`config.mk`:
```
export PLATFORM = sky130hd
export DESIGN_NAME = cable_tester_monitor
export DESIGN_NICKNAME = d
export VERILOG_FILES = /design/src/rtl/cable_tester_monitor.sv
export SDC_FILE = /design/constraint.sdc
export NUM_CORES = 1
export LEC_CHECK = 0
export BUFFER_PORTS_ARGS = -buffer_cell sky130_fd_sc_hd__buf_4
export CAP_MARGIN = 20
export CORE_MARGIN = 4
export CORE_UTILIZATION = 52
export DETAILED_ROUTE_END_ITERATION = 10
export GPL_ROUTABILITY_DRIVEN = 0
export MAX_ROUTING_LAYER = met4
export PLACE_DENSITY = 0.86
export SLEW_MARGIN = 20
export SYNTH_ARGS = -nofsm -noshare
export SYNTH_HDL_FRONTEND = slang
export SYNTH_SLANG_ARGS = --single-unit
```
`constraint.sdc`:
```
create_clock -name clk -period 2.6 [get_ports clk]
set_input_delay 0 -clock clk [delete_from_list [all_inputs] [get_ports clk]]
set_output_delay 0 -clock clk [all_outputs]
set_load 0.01 [all_outputs]
```
`src/rtl/cable_tester_monitor.sv`:
```
// cable_tester_monitor: decodes demux write strobes arriving from a cable under
// test, checks that channels sweep 0..31 in order, counts sequence errors and
// complete sweeps, and flags the link as lost when writes stop arriving.
// Build option: define CABLE_INV_INPUT_EN for the board variant whose cable
// drivers invert every pin; the pins are then inverted after synchronization.
module cable_tester_monitor #(
    parameter int TIMEOUT_CYCLES = 1000000
) (
    input  logic        clk,
    input  logic        rst,
    input  logic        ena_in,
    input  logic        wr_in,
    input  logic        cs_in,
    input  logic [4:0]  set_ch_in,
    output logic        ch_valid,
    output logic [4:0]  ch_out,
    output logic        seq_err,
    output logic [15:0] err_cnt,
    output logic [15:0] pass_cnt,
    output logic        link_up,
    output logic        timeout
);
    localparam int TW = $clog2(TIMEOUT_CYCLES + 1);
    localparam logic [TW-1:0] TMO_LIMIT = TW'(TIMEOUT_CYCLES);

`ifdef CABLE_INV_INPUT_EN
    // Inverted variant: idle cable level is all ones.
    localparam logic [7:0] INV_MASK = 8'hFF;
`else
    localparam logic [7:0] INV_MASK = 8'h00;
`endif

    typedef enum logic [1:0] {
        S_IDLE    = 2'd0,
        S_ACQUIRE = 2'd1,
        S_TRACK   = 2'd2,
        S_LOST    = 2'd3
    } state_t;

    // Pin order inside the synchronizer: {ena, wr, cs, set_ch[4:0]}
    logic [7:0]    r_meta;
    logic [7:0]    r_sync;
    logic [7:0]    w_pins;
    logic          w_ena;
    logic          w_wr;
    logic          w_cs;
    logic [4:0]    w_set_ch;
    logic          r_stb_q;
    logic          r_stb_d;
    logic          w_wr_evt;

    state_t        r_state;
    state_t        w_state_nxt;
    logic [4:0]    r_exp;
    logic [4:0]    w_exp_nxt;
    logic [5:0]    r_run;
    logic [5:0]    w_run_nxt;
    logic [5:0]    w_run_upd;
    logic [TW-1:0] r_timer;
    logic [TW-1:0] w_timer_nxt;
    logic          r_valid;
    logic          w_valid_nxt;
    logic [4:0]    r_ch;
    logic [4:0]    w_ch_nxt;
    logic          r_seq;
    logic          w_seq_nxt;
    logic [15:0]   r_err;
    logic [15:0]   w_err_nxt;
    logic [15:0]   r_pass;
    logic [15:0]   w_pass_nxt;
    logic          r_tmo;
    logic          w_tmo_nxt;
    logic          r_link;

    // Two-flop synchronizer for every cable pin, cleared to the idle cable level
    always_ff @(posedge clk) begin
        if (!rst) begin
            r_meta <= INV_MASK;
            r_sync <= INV_MASK;
        end else begin
            r_meta <= {ena_in, wr_in, cs_in, set_ch_in};
            r_sync <= r_meta;
        end
    end

    assign w_pins   = r_sync ^ INV_MASK;
    assign w_ena    = w_pins[7];
    assign w_wr     = w_pins[6];
    assign w_cs     = w_pins[5];
    assign w_set_ch = w_pins[4:0];

    // Extra strobe stage plus its delayed copy for rising-edge detection
    always_ff @(posedge clk) begin
        if (!rst) begin
            r_stb_q <= 1'b0;
            r_stb_d <= 1'b0;
        end else begin
            r_stb_q <= w_cs & w_wr;
            r_stb_d <= r_stb_q;
        end
    end

    // A write only counts while ena is still high in the event cycle
    assign w_wr_evt = r_stb_q & ~r_stb_d & w_ena;

    // Next-state and next-output logic; ena low overrides any write handling
    always_comb begin
        w_state_nxt = r_state;
        w_exp_nxt   = r_exp;
        w_run_nxt   = r_run;
        w_run_upd   = r_run;
        w_timer_nxt = r_timer;
        w_valid_nxt = 1'b0;
        w_ch_nxt    = r_ch;
        w_seq_nxt   = 1'b0;
        w_err_nxt   = r_err;
        w_pass_nxt  = r_pass;
        w_tmo_nxt   = r_tmo;
        if (!w_ena) begin
            w_state_nxt = S_IDLE;
            w_timer_nxt = '0;
        end else if (w_wr_evt) begin
            w_valid_nxt = 1'b1;
            w_ch_nxt    = w_set_ch;
            w_tmo_nxt   = 1'b0;
            w_timer_nxt = '0;
            w_state_nxt = S_TRACK;
            w_exp_nxt   = w_set_ch + 5'd1;
            if (r_state != S_TRACK) begin
                // Baseline write: start of a new run
                w_run_upd = 6'd1;
            end else if (w_set_ch == r_exp) begin
                w_run_upd = r_run + 6'd1;
            end else begin
                w_seq_nxt = 1'b1;
                w_err_nxt = (r_err == 16'hFFFF) ? r_err : r_err + 16'd1;
                w_run_upd = 6'd1;
            end
            if (w_set_ch == 5'd31) begin
                // Channel 31 closes a sweep; only a full 32-write run scores
                if ((w_run_upd == 6'd32) && (r_pass != 16'hFFFF)) begin
                    w_pass_nxt = r_pass + 16'd1;
                end else begin
                    w_pass_nxt = r_pass;
                end
                w_run_nxt = 6'd0;
            end else begin
                w_run_nxt = w_run_upd;
            end
        end else begin
            case (r_state)
                S_IDLE: begin
                    w_state_nxt = S_ACQUIRE;
                    w_timer_nxt = '0;
                end
                S_TRACK: begin
                    if ((r_timer + TW'(1)) == TMO_LIMIT) begin
                        w_state_nxt = S_LOST;
                        w_tmo_nxt   = 1'b1;
                        w_timer_nxt = '0;
                    end else begin
                        w_timer_nxt = r_timer + TW'(1);
                    end
                end
                default: begin
                    w_timer_nxt = '0;
                end
            endcase
        end
    end

    // State and output registers
    always_ff @(posedge clk) begin
        if (!rst) begin
            r_state <= S_IDLE;
            r_exp   <= 5'd0;
            r_run   <= 6'd0;
            r_timer <= '0;
            r_valid <= 1'b0;
            r_ch    <= 5'd0;
            r_seq   <= 1'b0;
            r_err   <= 16'd0;
            r_pass  <= 16'd0;
            r_tmo   <= 1'b0;
            r_link  <= 1'b0;
        end else begin
            r_state <= w_state_nxt;
            r_exp   <= w_exp_nxt;
            r_run   <= w_run_nxt;
            r_timer <= w_timer_nxt;
            r_valid <= w_valid_nxt;
            r_ch    <= w_ch_nxt;
            r_seq   <= w_seq_nxt;
            r_err   <= w_err_nxt;
            r_pass  <= w_pass_nxt;
            r_tmo   <= w_tmo_nxt;
            r_link  <= (w_state_nxt == S_TRACK);
        end
    end

    assign ch_valid = r_valid;
    assign ch_out   = r_ch;
    assign seq_err  = r_seq;
    assign err_cnt  = r_err;
    assign pass_cnt = r_pass;
    assign link_up  = r_link;
    assign timeout  = r_tmo;
endmodule
```
==> metrics <==
worst-path fanout max=7; clock buffer count from CTS=9; Die Wd=96.5 um; Post-synth top flop=dfxtp_1; post-route cell area=5020 um2; all-layer global routing usage=0.210; final setup violation count=0; DRT Pass-1 Iters=4; final worst-path cycle share=0.983; Reg clk slew, reported paths=0.10 ns; clock sink total=92; initial antenna violation count=0; FP Rows=32; worst setup margin=0.0433 ns; Least-Margin Pin Slew=0.474 ns; Cell Area, Placed=4670 um2; Post-Synthesis Cells=477; Slew headroom=0.681; Arr. time, crit path=2.86 ns; vias in the first global route=3423; synth unique cells=47; status=complete, no violations; top cells by area, synth=dfxtp_1 45%, xnor2_1 5.8%, nand2_1 4.8%; Synth area leader=dfxtp_1; syn nets=493; sequential cell area=1840 um2; Max-Cap Viols=0; FILL cells=620; GRT Residual Overflow=0; worst reg2reg path depth=10; final max-slew violation count=0; worst min-delay path startpoint=rst; pin count of the biggest net entering global routing=38; cell count of the worst hold path=2; Synth warnings=0; hold crit path type=in -> reg; Leak=1.76 nW; Final min period=2.56 ns; DPL Wire Length=6310 um; Vias/cell=5.61; Max IR drop VDD=0.417 mV; pwr dens=477 nW/um2; maximum clock insertion buffer count=2; layout cells sized above 1=0.189; post-synthesis register bit count=92; starting density of the core=0.530; setup TNS=0 ns; WHS Endpoint=pass_cnt[8]; Seq/Total Area, Yosys=0.452; Nets=568; core area=7690 um2; Fin. Hold Viols=0; drt drc=0; htree depth=3; final worst clock skew=0.0167 ns; share of Yosys cell area claimed by the top area cell type=0.452; antenna fix cells=0; Area growth syn-to-layout=23.3%; CTS tree=done; initial DRC count=152; Port Buffer Count=50; DRT Wirelength=9360 um; clock root buffer=clkbuf_8; global-route wire length before repair=15200 um; post-DR wirelength/cell=14.2 um; area of the mapped netlist=4070 um2; io pins=51; r2r setup slk=0.04 ns; multi-input logic area=2180 um2; vias=3697; Reg-to-Reg End=pass_cnt[9]; critical path type=reg -> reg; DP Worst Slack=-0.105 ns; RSZ-0062 raised after global routing=true; Worst Setup End Kind=register; Data required, critical path=2.90 ns; crit path launch type=register; die area=9310 um2; Final ANT Viol Nets=0; reg2reg start=r_sync[1]; fraction of registers with async set/reset=0; Avg Synthesized Cell Area=8.54 um2; Clock Latency Late Sink=0.37 ns; achievable frequency=0.391 GHz; Die Ht=96.5 um; EDFF count, synth=0
-- per-layer routing --
metal,part of all wire,vias to the layer above,global-route usage
met2,0.49,98,0.337
met3,0.051,12,0.0496
met5,0,-,-
met1,0.45,1753,0.264
met4,0.012,0,0.0631
li1,-,1834,-
-- kinds of logic (layout without fill, tap and decap cells) --
logic type                 Yosys count  after routing  synth area share
AOI/OAI and AO/OA                   59             59            0.0907
buffers and inverters               29            109            0.0274
xor gates and xnor gates            39             39            0.0839
adders and majority gates            6              6            0.0184
DFF                                 92             92             0.452
muxes                                7              7            0.0172
and+or+nand+nor                    245            245             0.310
-- power breakdown --
group          internal [mW]  leakage, nW  switching (mW)
logic                 0.0343        0.931          0.0348
clock network          0.361       0.0881           0.539
registers               1.42        0.745         0.00535
-- cell usage in the layout, fill, tap and decap left out, types with 2 or more instances in the layout --
| cell | netlist | layout |
|---|---|---|
| or4_1 | 9 | 8 |
| nand3b_1 | 2 | 2 |
| o21ai_0 | 12 | 12 |
| nand2b_1 | 8 | 7 |
| ha_1 | 6 | 3 |
| buf_4 | 0 | 75 |
| nand3_1 | 30 | 30 |
| dfxtp_1 | 92 | 90 |
| a211oi_1 | 2 | 2 |
| and2_1 | 20 | 20 |
| dfxtp_2 | 0 | 2 |
| nor3_1 | 10 | 10 |
| o21a_1 | 2 | 2 |
| mux2i_1 | 7 | 7 |
| o31ai_1 | 6 | 6 |
| dlygate4sd3_1 | 0 | 8 |
| clkinvlp_4 | 0 | 2 |
| ha_4 | 0 | 2 |
| a21oi_1 | 24 | 24 |
| inv_1 | 9 | 9 |
| inv_6 | 0 | 2 |
| nand4_1 | 15 | 15 |
| xnor2_1 | 27 | 27 |
| nand4b_1 | 2 | 2 |
| nor2b_1 | 3 | 3 |
| or3_1 | 10 | 10 |
| and4_1 | 4 | 4 |
| nor4_1 | 17 | 16 |
| nor2_1 | 51 | 51 |
| or2_2 | 3 | 3 |
| xor2_1 | 12 | 12 |
| nand2_1 | 52 | 52 |
| nor4b_1 | 2 | 2 |
| and3_1 | 4 | 3 |
| clkbuf_8 | 0 | 9 |
-- metrics by stage --
stage               cells  utilization  hold slack [ns]  total power, mW
detailed placement    632        0.607            0.210             1.52
CTS                   656        0.643           0.0183             2.41
finish                659        0.653           0.0267             2.39
global placement      632        0.607            0.210             1.51
global route          659        0.653           0.0322             2.47
floorplan             477            -            0.127             1.49
-- synthesized netlist by cell type, types with 3 or more instances --
| library cell | n |
|---|---|
| dfxtp_1 | 92 |
| nand2_1 | 52 |
| nor2_1 | 51 |
| nand3_1 | 30 |
| xnor2_1 | 27 |
| a21oi_1 | 24 |
| and2_1 | 20 |
| nor4_1 | 17 |
| clkbuf_1 | 16 |
| nand4_1 | 15 |
| o21ai_0 | 12 |
| xor2_1 | 12 |
| nor3_1 | 10 |
| or3_1 | 10 |
| inv_1 | 9 |
| or4_1 | 9 |
| nand2b_1 | 8 |
| mux2i_1 | 7 |
| ha_1 | 6 |
| o31ai_1 | 6 |
| and3_1 | 4 |
| and4_1 | 4 |
| nor2b_1 | 3 |
| or2_2 | 3 |
-- how the worst max path moves through the flow --
| stage | startpoint | endpoint | slack, ns | depth (start not counted) |
|---|---|---|---|---|
| floorplan | r_sync[0] | pass_cnt[15] | 0.02 | 11 |
| global placement | r_sync[0] | pass_cnt[13] | -0.05 | 9 |
| CTS | r_sync[0] | pass_cnt[13] | 0.05 | 9 |
| global route | r_sync[1] | pass_cnt[9] | -0.09 | 10 |
| finish | r_sync[1] | pass_cnt[9] | 0.04 | 10 |
| detailed placement | r_sync[0] | pass_cnt[2] | -0.11 | 10 |
-- layout make-up --
type                    count  share of cell area
flip-flops and latches     92               0.367
well taps                 102              0.0254
repair buffers             84               0.130
clock buffers               9              0.0247
inverters                   9             0.00673
multi-input cells         356               0.434
clock inverters             7              0.0115
-- registers in the layout, summed over array words and instances, names as in the netlist --
name,cells
timeout,1
r_timer,20
r_sync,8
err_cnt,16
pass_cnt,16
r_state,2
seq_err,1
ch_out,5
r_meta,8
r_exp,5
r_run,6
r_stb_q,1
link_up,1
r_stb_d,1
ch_valid,1
-- repair_timing --
| item | CTS | global route |
|---|---|---|
| hold buffers | 8 | 0 |
| setup buffers | 0 | 3 |
| pin swaps | 0 | 5 |
| gates cloned | 0 | 0 |
| setup endpoints to repair | 6 | 14 |
| hold endpoints to repair | 8 | 0 |
| gates resized for setup | 2 | 13 |
-- critical path, stage by stage (launching register included) --
cell      delay, ns
dfxtp_2        0.37
ha_4           0.14
and3_4         0.19
ha_4           0.14
nand2b_4       0.07
nor4_4         0.16
nand3_1        0.11
or4_4          0.58
buf_6          0.16
or4_1          0.45
a21oi_1        0.12
No activity file was read; power rests on OpenSTA's default activity.
